<file path="src/rtl/npu_mem_pkg.sv">
// Shared types for the NPU frame-RAM producer path.
// The RAM is 2**ADDR_W bytes deep and is written through port B.
package npu_mem_pkg;

  localparam int ADDR_W = 19;
  localparam int DATA_W = 8;

  typedef enum logic [1:0] {IDLE, RUN, FIN} wr_state_t;

  typedef logic [ADDR_W-1:0] ram_addr_t;

endpackage

</file>
<file path="src/rtl/ram_stream_writer.sv">
// Streams bytes from a valid/ready source into sequential frame-RAM locations
// via port B, then reports done / error / aborted as 1-cycle pulses.
//
// state | meaning
// IDLE  | waiting for start; range check and length==0 handled here
// RUN   | accepting bytes, one registered RAM write per accepted byte
// FIN   | done pulse, coincides with the final ram_wren
module ram_stream_writer
  import npu_mem_pkg::*;
(
  input  logic              clock,
  input  logic              reset_n,
  input  logic              start,
  input  logic [ADDR_W-1:0] base_addr,
  input  logic [ADDR_W:0]   length,
  input  logic              abort,
  input  logic              s_valid,
  input  logic [DATA_W-1:0] s_data,
  output logic              s_ready,
  output logic [ADDR_W-1:0] ram_address,
  output logic [DATA_W-1:0] ram_data,
  output logic              ram_wren,
  output logic              busy,
  output logic              done,
  output logic              error,
  output logic              aborted
);

  localparam logic [ADDR_W+1:0] RAM_SIZE = (ADDR_W+2)'(1) << ADDR_W;

  wr_state_t         state_q;
  wr_state_t         state_d;
  ram_addr_t         addr_q;
  logic [ADDR_W:0]   rem_q;
  logic [ADDR_W+1:0] end_addr;
  logic              overflow;
  logic              cmd_ok;
  logic              accept;
  logic              last_byte;

  // One extra bit over the range-check width so base+length cannot itself wrap.
  assign end_addr  = {2'b00, base_addr} + {1'b0, length};
  assign overflow  = end_addr > RAM_SIZE;
  assign cmd_ok    = (state_q == IDLE) && start && !overflow;
  assign accept    = s_valid && s_ready;
  assign last_byte = rem_q == (ADDR_W+1)'(1);

  always_ff @(posedge clock or negedge reset_n) begin
    if (!reset_n) begin
      state_q <= IDLE;
    end else begin
      state_q <= state_d;
    end
  end

  always_comb begin
    state_d = state_q;
    case (state_q)
      IDLE: begin
        if (cmd_ok) begin
          state_d = (length == '0) ? FIN : RUN;
        end
      end
      RUN: begin
        if (abort) begin
          state_d = IDLE;
        end else if (accept && last_byte) begin
          state_d = FIN;
        end
      end
      FIN:     state_d = IDLE;
      default: state_d = IDLE;
    endcase
  end

  always_comb begin
    s_ready = 1'b0;
    busy    = 1'b0;
    done    = 1'b0;
    case (state_q)
      RUN: begin
        s_ready = !abort;
        busy    = 1'b1;
      end
      FIN:     done = 1'b1;
      default: ;
    endcase
  end

  always_ff @(posedge clock or negedge reset_n) begin
    if (!reset_n) begin
      addr_q      <= '0;
      rem_q       <= '0;
      ram_address <= '0;
      ram_data    <= '0;
      ram_wren    <= 1'b0;
      error       <= 1'b0;
      aborted     <= 1'b0;
    end else begin
      error    <= (state_q == IDLE) && start && overflow;
      aborted  <= (state_q == RUN) && abort;
      ram_wren <= accept;
      if (cmd_ok) begin
        addr_q <= base_addr;
        rem_q  <= length;
      end else if (accept) begin
        addr_q      <= addr_q + 1'b1;
        rem_q       <= rem_q - 1'b1;
        ram_address <= addr_q;
        ram_data    <= s_data;
      end
    end
  end

endmodule

</file>
<file path="config.mk">
export PLATFORM = sky130hd
export DESIGN_NAME = ram_stream_writer
export DESIGN_NICKNAME = d
export VERILOG_FILES = /design/src/rtl/npu_mem_pkg.sv /design/src/rtl/ram_stream_writer.sv
export SDC_FILE = /design/constraint.sdc
export NUM_CORES = 1
export LEC_CHECK = 0
export CAP_MARGIN = 10
export CELL_PAD_IN_SITES_DETAIL_PLACEMENT = 2
export CELL_PAD_IN_SITES_GLOBAL_PLACEMENT = 2
export CORE_MARGIN = 3
export CORE_UTILIZATION = 30
export CTS_BUF_LIST = sky130_fd_sc_hd__clkbuf_4 sky130_fd_sc_hd__clkbuf_8
export DETAILED_ROUTE_END_ITERATION = 10
export GPL_TIMING_DRIVEN = 0
export PLACE_DENSITY_LB_ADDON = 0.1
export RECOVER_POWER = 100
export SLEW_MARGIN = 25
export SYNTH_ARGS = -nofsm -noshare
export SYNTH_HDL_FRONTEND = slang
export SYNTH_SLANG_ARGS = --single-unit
export TNS_END_PERCENT = 1
</file>
<file path="constraint.sdc">
create_clock -name clock -period 3.78 [get_ports clock]
set_input_delay 0.756 -clock clock [delete_from_list [all_inputs] [get_ports clock]]
set_output_delay 0.756 -clock clock [all_outputs]
set_load 0.05 [all_outputs]
</file>
## Yosys cells after proc, flatten, opt, wreduce, memory -nomap -nowiden

Index checks and enable logic that the tools add are counted.

- Flip-flop bits (word level): 71
- Input port bits: 52
- Output and inout port bits: 33
- Word-level logic and storage cells: 43

- Add/subtract/negate cells: 3
- Order comparisons: 1
- Equality and inequality tests: 5
- Multiplexer cells: 12
- Bitwise gates (word level): 1
- Reduce and logical (&&, ||, !) cells: 13

Operators by type and width:

| kind | count |
|---|---|
| 2-to-1 mux 20 bit | 2 |
| 2-to-1 mux 19 bit | 2 |
| adder 19 x 20 -> 21 bit | 1 |
| greater-than comparator 21 x 20 -> 1 bit (second input constant) | 1 |
| == test 20 x 1 -> 1 bit (second input constant) | 1 |
| zero test 20 bit | 1 |
| subtractor 20 x 1 -> 20 bit (second input constant) | 1 |
| adder 19 x 1 -> 19 bit (second input constant) | 1 |
| 2-to-1 mux 2 bit | 4 |
| logical AND 1 bit | 6 |
| case mux 2 bit (2 select lines) | 1 |
| AND reduction 2 bit | 2 |
| 2-to-1 mux 1 bit | 3 |
| != test 3 bit (second input constant) | 1 |
| == test 2 x 1 -> 1 bit (second input constant) | 1 |
| == test 2 bit (second input constant) | 1 |
| zero test 1 bit | 2 |
| zero test 2 bit | 1 |
| != test 2 bit (second input constant) | 1 |
| nonzero test 2 bit | 1 |
| NOT 1 bit | 1 |

## Depth between registers and ports, before layout

Gate-level depths: netlist (run 1).

- Depth after elaboration: 7
- Gate-level depth with buffers: 13
- Mapped depth without buffers: 11

## Least setup slack after synthesis (run 1)

OpenSTA, ideal clock, no wires.

- Path kind: reg-to-reg
- Start point: register state_q[1]
- End point: register rem_q[17]
- Setup time: 126 ps
- Data arrival time: 3486 ps
- Data required time: 3654 ps
- Setup slack: 168 ps
- Cell stages (with the launch flop): 9
- Buffers on the path: 0
- Clock period less this slack: 3612 ps
- Cells stage by stage: dfrtp_1 nor2b_1 nor2b_1 nand2_1 nor2_4 nand2_1 or4_1 nor2b_1 a221o_1

- Longest elaborated chain between the ends: 4
- Elaborated cells on any way between the ends: 8
- Those cells by class: eq/ne (1); mux (2); reduce/logical (5)

RTL lines:

| element | RTL line | source |
|---|---|---|
| start: declaration | ram_stream_writer.sv:31 | `wr_state_t state_q;` |
| start signal: assignment | ram_stream_writer.sv:52 | `state_q <= state_d;` |
| == test 2 x 1 -> 1 bit | ram_stream_writer.sv:80 | `case (state_q)` |
| 2-to-1 mux 1 bit | ram_stream_writer.sv:80 |  |
| named net s_ready | ram_stream_writer.sv:19 | `output logic s_ready,` |
| logical AND 1 bit | ram_stream_writer.sv:45 | `assign accept = s_valid && s_ready;` |
| nonzero test 2 bit (no source line) | - |  |
| end signal: assignment | ram_stream_writer.sv:105 | `rem_q <= length;` |
| end signal: assignment | ram_stream_writer.sv:108 | `rem_q <= rem_q - 1'b1;` |
| end: declaration | ram_stream_writer.sv:34 | `logic [ADDR_W:0] rem_q;` |

The timed path passes the listed nets, and every way through them passes these cells.
A chain may end at the register's enable or synchronous reset.

## Final worst setup path (run 1)

- Start point: input port length[3]
- End point: register addr_q[0]

- Longest elaborated chain between the ends: 5
- Elaborated cells on any way between the ends: 6
- Those cells by class: add/sub (1); order compare (1); mux (1); reduce/logical (3)

RTL lines:

| element | RTL line | source |
|---|---|---|
| start: declaration | ram_stream_writer.sv:15 | `input logic [ADDR_W:0] length,` |
| adder 19 x 20 -> 21 bit (*) | ram_stream_writer.sv:42 | `assign end_addr = {2'b00, base_addr} + {1'b0, length};` |
| greater-than comparator 21 x 20 -> 1 bit (*) | ram_stream_writer.sv:43 | `assign overflow = end_addr > RAM_SIZE;` |
| zero test 1 bit (*) | ram_stream_writer.sv:44 | `assign cmd_ok = (state_q == IDLE) && start && !overflow;` |
| logical AND 1 bit (*) | ram_stream_writer.sv:44 |  |
| 2-to-1 mux 19 bit or nonzero test 2 bit (tied branches) | - |  |
| end signal: assignment | ram_stream_writer.sv:104 | `addr_q <= base_addr;` |
| end signal: assignment | ram_stream_writer.sv:107 | `addr_q <= addr_q + 1'b1;` |
| end: declaration | ram_stream_writer.sv:33 | `ram_addr_t addr_q;` |

Mark *: on every way between the ends. The rest lies on a longest branch, timed or not.

==> metrics.yaml, run 1 <==
dp_hpwl_mm: 14.9
setup_viol: 0
cts-root-buf: "clkbuf_8"
power-per-cell-area_nw_per_um2: 573
p_sw_mw: 1.70
max_freq_mhz: 268
wirelength_mm: 19.1
p_leak_nw: 2.90
fill_cells: 1740
rsz0062_at_grt: "true"
whs_ps: 471
clk_path_buf_depth: 2
vias_per_cell: 5.49
wl_per_cell_um: 21.5
clkLatencyLatePin_ps: 370
cp_max_fo: 5
clock_sinks: 71
r2r_slack_ps: 890
fin_util_pct: 41.8
p_int_mw: 2.02
antenna_found_initial: 0
htreeDepth: 3
cts.reportedPaths.clkPinSlew_ps: 90
netSwitchingFraction_pct: 45.7
synthTopCellsByArea: "dfrtp_1 (37%), nand2_1 (9.8%), ha_1 (5.7%)"
async_reset_ff_share_pct: 100
drtAntennaViolNets: 0
die_width_um: 133
cts_tree: "yes"
grt_pass1_vias: 5411
finalNonFillerCells: 889
finalPower_mw: 3.72
die_y_um: 133
final_area_sq_um: 6500
yosys.area.top_type: "dfrtp_1"
dpl-instance-area_sq_um: 5990
start_util_pct: 31.3
synth_edf_count: 0
outcome: "complete, but fails checks"
worst_slack_ps: 54.3
power.share.sequential_pct: 35.2
synth_cell_type_count: 73
hp-class: "flop to flop"
grt_max_degree: 43
dp_slack_ps: -932
ys.flop_type: "dfrtp_1"
route.detailed.drc: 0
reg2reg_depth: 8
violations: "capacitance limit, slew limit"
synthesis.area_sq_um: 4860
grt_usage_pct: 21.8
hp-start: "ram_address[6]"
p_comb_share_pct: 45.3
syn_nets: 650
critPathKind: "primary input to flop"
synthCells: 575
slew_viol_final: 31
hold_viol_final: 0
synth_area_per_cell_sq_um: 8.46
pin_count: 85
grt_pass1_wl_mm: 30.4
first_pass_iters: 4
syn2layout_area_growth_pct: 33.6
fin_tns_setup_ps: 0
holdPathEnd: "ram_address[6]"
worstMarginPinSlew_ps: 1650
port_buffers: 84
ys_seq_elements: 71
coreArea_sq_um: 15500
grt_overflow: 0
cp.required_ps: 4040
drtIter0Drc: 196
critPathCaptureType: "flop"
rows: 45
maxCapViolCount: 1
synth-seq-area-share_pct: 36.5
peakVddDrop_uv: 250
hold_depth: 2
fin_crit_sh_pct: 98.6
vias: 4877
postCtsHoldBufs: 0
rr_endpoint: "addr_q[14]"
worstSetupStartpointType: "primary input"
antennaDiodeCount: 0
gp_congestion: 0.892
finClkSkew_ps: 15.6
power_frac_clock_pct: 19.5
dp.cells: 871
cp.arrival_ps: 3980
synth_warnings: 0
synth_top_area_share_pct: 36.5
period_minus_slack_ps: 3730
maxSlewHeadroom_pct: -10.0
die-area_sq_um: 17800
numCtsBuffers: 9
nNetsFinal: 748
drive_gt1_share_pct: 12.4
r2r_start: "state_q[1]"
-- routing by layer --
metal / part of all wire, % / GRT usage, %
met4: 1.3 / 6.34
met2: 50 / 37.6
met1: 45 / 28.1
met3: 3.7 / 3.63
met5: 0 / 0
-- area by class of cell --
cell class,count,area (sq um),area share (%)
buffer,25,150,2.31
clock buffer,9,124,1.91
clock inverter,7,100,1.54
inverter,11,41.3,0.635
multi-input combinational,465,3110,47.9
sequential,71,1780,27.3
tap,211,264,4.06
timing repair buffer,90,930,14.3
-- cells in the final DEF, fill, tap and decap left out, drive strengths merged, types with 7 or more instances in the layout --
cell type	instances
nand2	128
dfrtp	71
nor2	50
o21ai	46
dlygate4sd3	33
clkdlybuf4s50	28
clkbuf	23
ha	22
dlymetal6s2s	19
buf	19
a21oi	18
nor3	17
xnor2	15
inv	15
nand3	14
xor2	13
nor4	13
a221o	11
a211oi	9
nand4	8
and3	7
-- registers in the layout, indices dropped and copies added (netlist names) --
register     flops
error            1
addr_q          19
ram_data         8
ram_wren         1
ram_address     19
rem_q           20
aborted          1
state_q          2
-- cell usage after synthesis, drive strengths merged (4+ instances only) --
| master | n |
|---|---|
| a2111oi | 5 |
| a211oi | 9 |
| a21o | 4 |
| a21oi | 18 |
| a221o | 11 |
| a32oi | 5 |
| and2 | 5 |
| and3 | 7 |
| buf | 14 |
| clkbuf | 14 |
| dfrtp | 71 |
| ha | 22 |
| inv | 11 |
| nand2 | 128 |
| nand2b | 4 |
| nand3 | 14 |
| nand4 | 8 |
| nor2 | 50 |
| nor2b | 6 |
| nor3 | 17 |
| nor4 | 13 |
| o2111ai | 5 |
| o211a | 5 |
| o21ai | 46 |
| xnor2 | 15 |
| xor2 | 13 |
-- power by group through the flow --
stage                     registers, mW  clock network [mW]  logic (mW)
after global placement             1.31                   0        1.62
final                              1.31               0.727        1.69
after global routing               1.36               0.772        1.82
after CTS                          1.32               0.738        1.73
after detailed placement           1.33                   0        1.68
after floorplan                    1.72                   0       0.636
-- worst max path at each step --
stage                  start    endpoint  slack, ps  cells past startpoint
3_5_place_dp       length[0]   addr_q[8]       -930                     12
4_1_cts         base_addr[0]  addr_q[15]          6                     13
5_1_grt        base_addr[10]   addr_q[0]        -60                     13
3_3_place_gp       length[0]   rem_q[16]       -780                     14
2_1_floorplan     state_q[1]   rem_q[17]        170                      8
6_report           length[3]   addr_q[0]         50                     12
-- worst max-delay path, stage by stage --
cell,delay [ps]
clkdlybuf4s50_1,530
ha_4,340
o21ai_1,140
nor4_4,390
o32a_1,310
nor4b_1,90
a211oi_2,290
o2111ai_2,200
o21ai_4,310
buf_12,140
nor2_1,90
a221o_1,390
-- logic make-up after synthesis --
kind of cell | count (synthesis) | synth area share, %
and+or+nand+nor | 266 | 25.4
AOI/OAI and AO/OA | 145 | 22.5
DFF | 71 | 36.5
buffers and inverters | 39 | 3.83
xor gates and xnor gates | 28 | 5.04
adders and majority gates | 23 | 6.07
muxes | 3 | 0.643
-- what timing repair did --
item	4_1_cts	5_1_grt
pin swaps	9	19
setup buffers	5	0
gates resized for setup	26	48
setup endpoints to repair	41	41
Note: power is estimated with default switching activity, not from simulation.
==> inputs of run 2 (changes only) <==
- SKIP_CTS_REPAIR_TIMING: not set -> 1
==> run 2 against run 1 <==
Against the previous run:
- the flow still finishes with violations (capacitance limit, slew limit)
- global-route usage decreased by 0.23 points
- final area grew 0.54%
- sequential share of layout area shrank 0.15 points
- count of clock-buffer cells in the layout stayed put
- clock skew hardly changed
- sequential power hardly changed
- register-to-register slack got worse by 20 ps
==> metrics.yaml, run 2 (synthesis results as in run 1) <==
outcome: "complete, but fails checks"
numCtsBuffers: 9  # unchanged
clk_path_buf_depth: 2  # unchanged
setup_viol: 0  # unchanged
die_y_um: 133  # unchanged
route.detailed.drc: 0  # unchanged
htreeDepth: 3  # unchanged
period_minus_slack_ps: 3770  # +48.4 ps
reg2reg_depth: 8  # unchanged
port_buffers: 84  # unchanged
critPathKind: "primary input to flop"
antenna_found_initial: 0  # unchanged
slew_viol_final: 31  # unchanged
die-area_sq_um: 17800  # unchanged
cp.required_ps: 4070  # +30 ps
cts-root-buf: "clkbuf_8"
dp.cells: 871  # unchanged
grt_pass1_wl_mm: 30.1  # -1.0%
cts_tree: "yes"
fin_crit_sh_pct: 99.8  # +1.3 points
reg_top3: "rem_q: 20 flops, addr_q: 19 flops, ram_address: 19 flops"
rr_endpoint: "addr_q[14]"
highest_layer: "met4"
hp-class: "flop to flop"
grt_overflow: 0  # unchanged
coreArea_sq_um: 15500  # unchanged
peakVddDrop_uv: 250  # about the same
hp-start: "ram_address[6]"
vias_per_cell: 5.43  # -0.99%
drtIter0Drc: 225  # +15%
antennaDiodeCount: 0  # unchanged
gp_congestion: 0.892  # unchanged
final_cell_mix: "nand2_1 (127), dfrtp_1 (71), nor2_1 (47), o21ai_0 (39), clkdlybuf4s50_1 (35)"
die_width_um: 133  # unchanged
first_pass_iters: 4  # unchanged
maxSlewHeadroom_pct: -10.5  # -0.50 points
layout_commonest_cell: "nand2_1"
rows: 45  # unchanged
wl_met2_mm: 9.71  # +0.62%
dp_hpwl_mm: 14.9  # unchanged
finalPower_mw: 3.73  # +0.21%
wl_per_cell_um: 21.5  # about the same
drtAntennaViolNets: 0  # unchanged
regMostFlops: "rem_q"
p_leak_nw: 2.88  # -0.80%
cp.arrival_ps: 4060  # +80 ps
power-per-cell-area_nw_per_um2: 571  # -0.33%
grt_usage_pct: 21.6  # -0.23 points
finClkSkew_ps: 15.4  # -0.154 ps
cp_max_fo: 10  # +5
cts.reportedPaths.clkPinSlew_ps: 90  # about the same
clock_sinks: 71  # unchanged
holdPathEnd: "ram_address[6]"
hold_viol_final: 0  # unchanged
finalNonFillerCells: 892  # +0.34%
critPathCaptureType: "flop"
hold_depth: 2  # unchanged
grt_max_degree: 43  # unchanged
max_freq_mhz: 265  # -1.3%
violations: "capacitance limit, slew limit"
vias: 4845  # -0.66%
clkLatencyLatePin_ps: 370  # about the same
wl_met1_mm: 8.66  # +1.4%
largest_reg_flops: 20  # unchanged
drive_gt1_share_pct: 12.8  # +0.39 points
grt_pass1_vias: 5340  # -1.3%
nNetsFinal: 751  # +0.40%
syn2layout_area_growth_pct: 34.4
maxCapViolCount: 1  # unchanged
start_util_pct: 31.3  # unchanged
pin_count: 85  # unchanged
worstSetupStartpointType: "primary input"
route.met3.wl_um: 582  # -17%
r2r_slack_ps: 870  # -20 ps
worstMarginPinSlew_ps: 1660  # +7.46 ps
r2r_start: "state_q[1]"
fill_cells: 1739  # -0.057%
wirelength_mm: 19.2  # +0.27%
[run 2: changes by cell type in the layout (fill, tap and decap cells not counted), moves of 2 or more]
| cell | change |
|---|---|
| buf_4 | +4 |
| dlymetal6s2s_1 | -5 |
| dlygate4sd2_1 | -2 |
| a211oi_2 | -2 |
| clkbuf_4 | +2 |
| clkdlybuf4s50_1 | +7 |
[run 2: worst max-delay path, stage by stage]
cell	delay [ps]
clkdlybuf4s50_1	590
ha_4	260
o21ai_1	330
nor4_4	110
o311ai_1	500
a21oi_2	150
xnor2_2	270
o2111ai_4	170
o21ai_4	270
buf_4	150
buf_2	270
nor3b_1	90
nor3_1	150
[run 2: per-stage QoR]
stage               setup TNS, ps  util (%)  cell area (sq um)  hold WS, ps  worst slack, ps
global placement           -79870      38.4               5970          457             -782
floorplan                       0         -               4860          460              168
CTS                        -15770      40.0               6220          311             -578
detailed placement         -31860      38.6               5990          463             -932
finish                          0      42.0               6530          471             5.96
global route                 -876      42.0               6530          517            -90.1
[run 2: how the worst max path moves through the flow]
stage,to,startpoint,depth (start not counted)
2_1_floorplan,rem_q[17],state_q[1],8
3_3_place_gp,rem_q[16],length[0],14
3_5_place_dp,addr_q[8],length[0],12
4_1_cts,addr_q[5],length[0],12
5_1_grt,addr_q[8],length[11],13
6_report,rem_q[2],length[2],13
[run 2: per-layer routing]
| layer | track usage (%) | up-vias |
|---|---|---|
| li1 | - | 2276 |
| met1 | 28.0 | 2474 |
| met2 | 36.9 | 79 |
| met3 | 3.70 | 16 |
| met4 | 6.23 | 0 |
| met5 | 0 | - |
[run 2: layout make-up]
cell class	count	area [sq um]	share of cell area, %
clock inverter	7	100	1.53
sequential	71	1780	27.2
timing repair buffer	93	935	14.3
buffer	25	145	2.22
multi-input combinational	465	3150	48.2
clock buffer	9	124	1.90
tap	211	264	4.04
inverter	11	41.3	0.632
[run 2: power breakdown]
| part | switching [mW] | internal [mW] | total, mW | leakage (nW) |
|---|---|---|---|---|
| Combinational | 1.10 | 0.604 | 1.70 | 1.87 |
| Clock | 0.340 | 0.380 | 0.720 | 0.115 |
| Sequential | 0.264 | 1.04 | 1.31 | 0.888 |
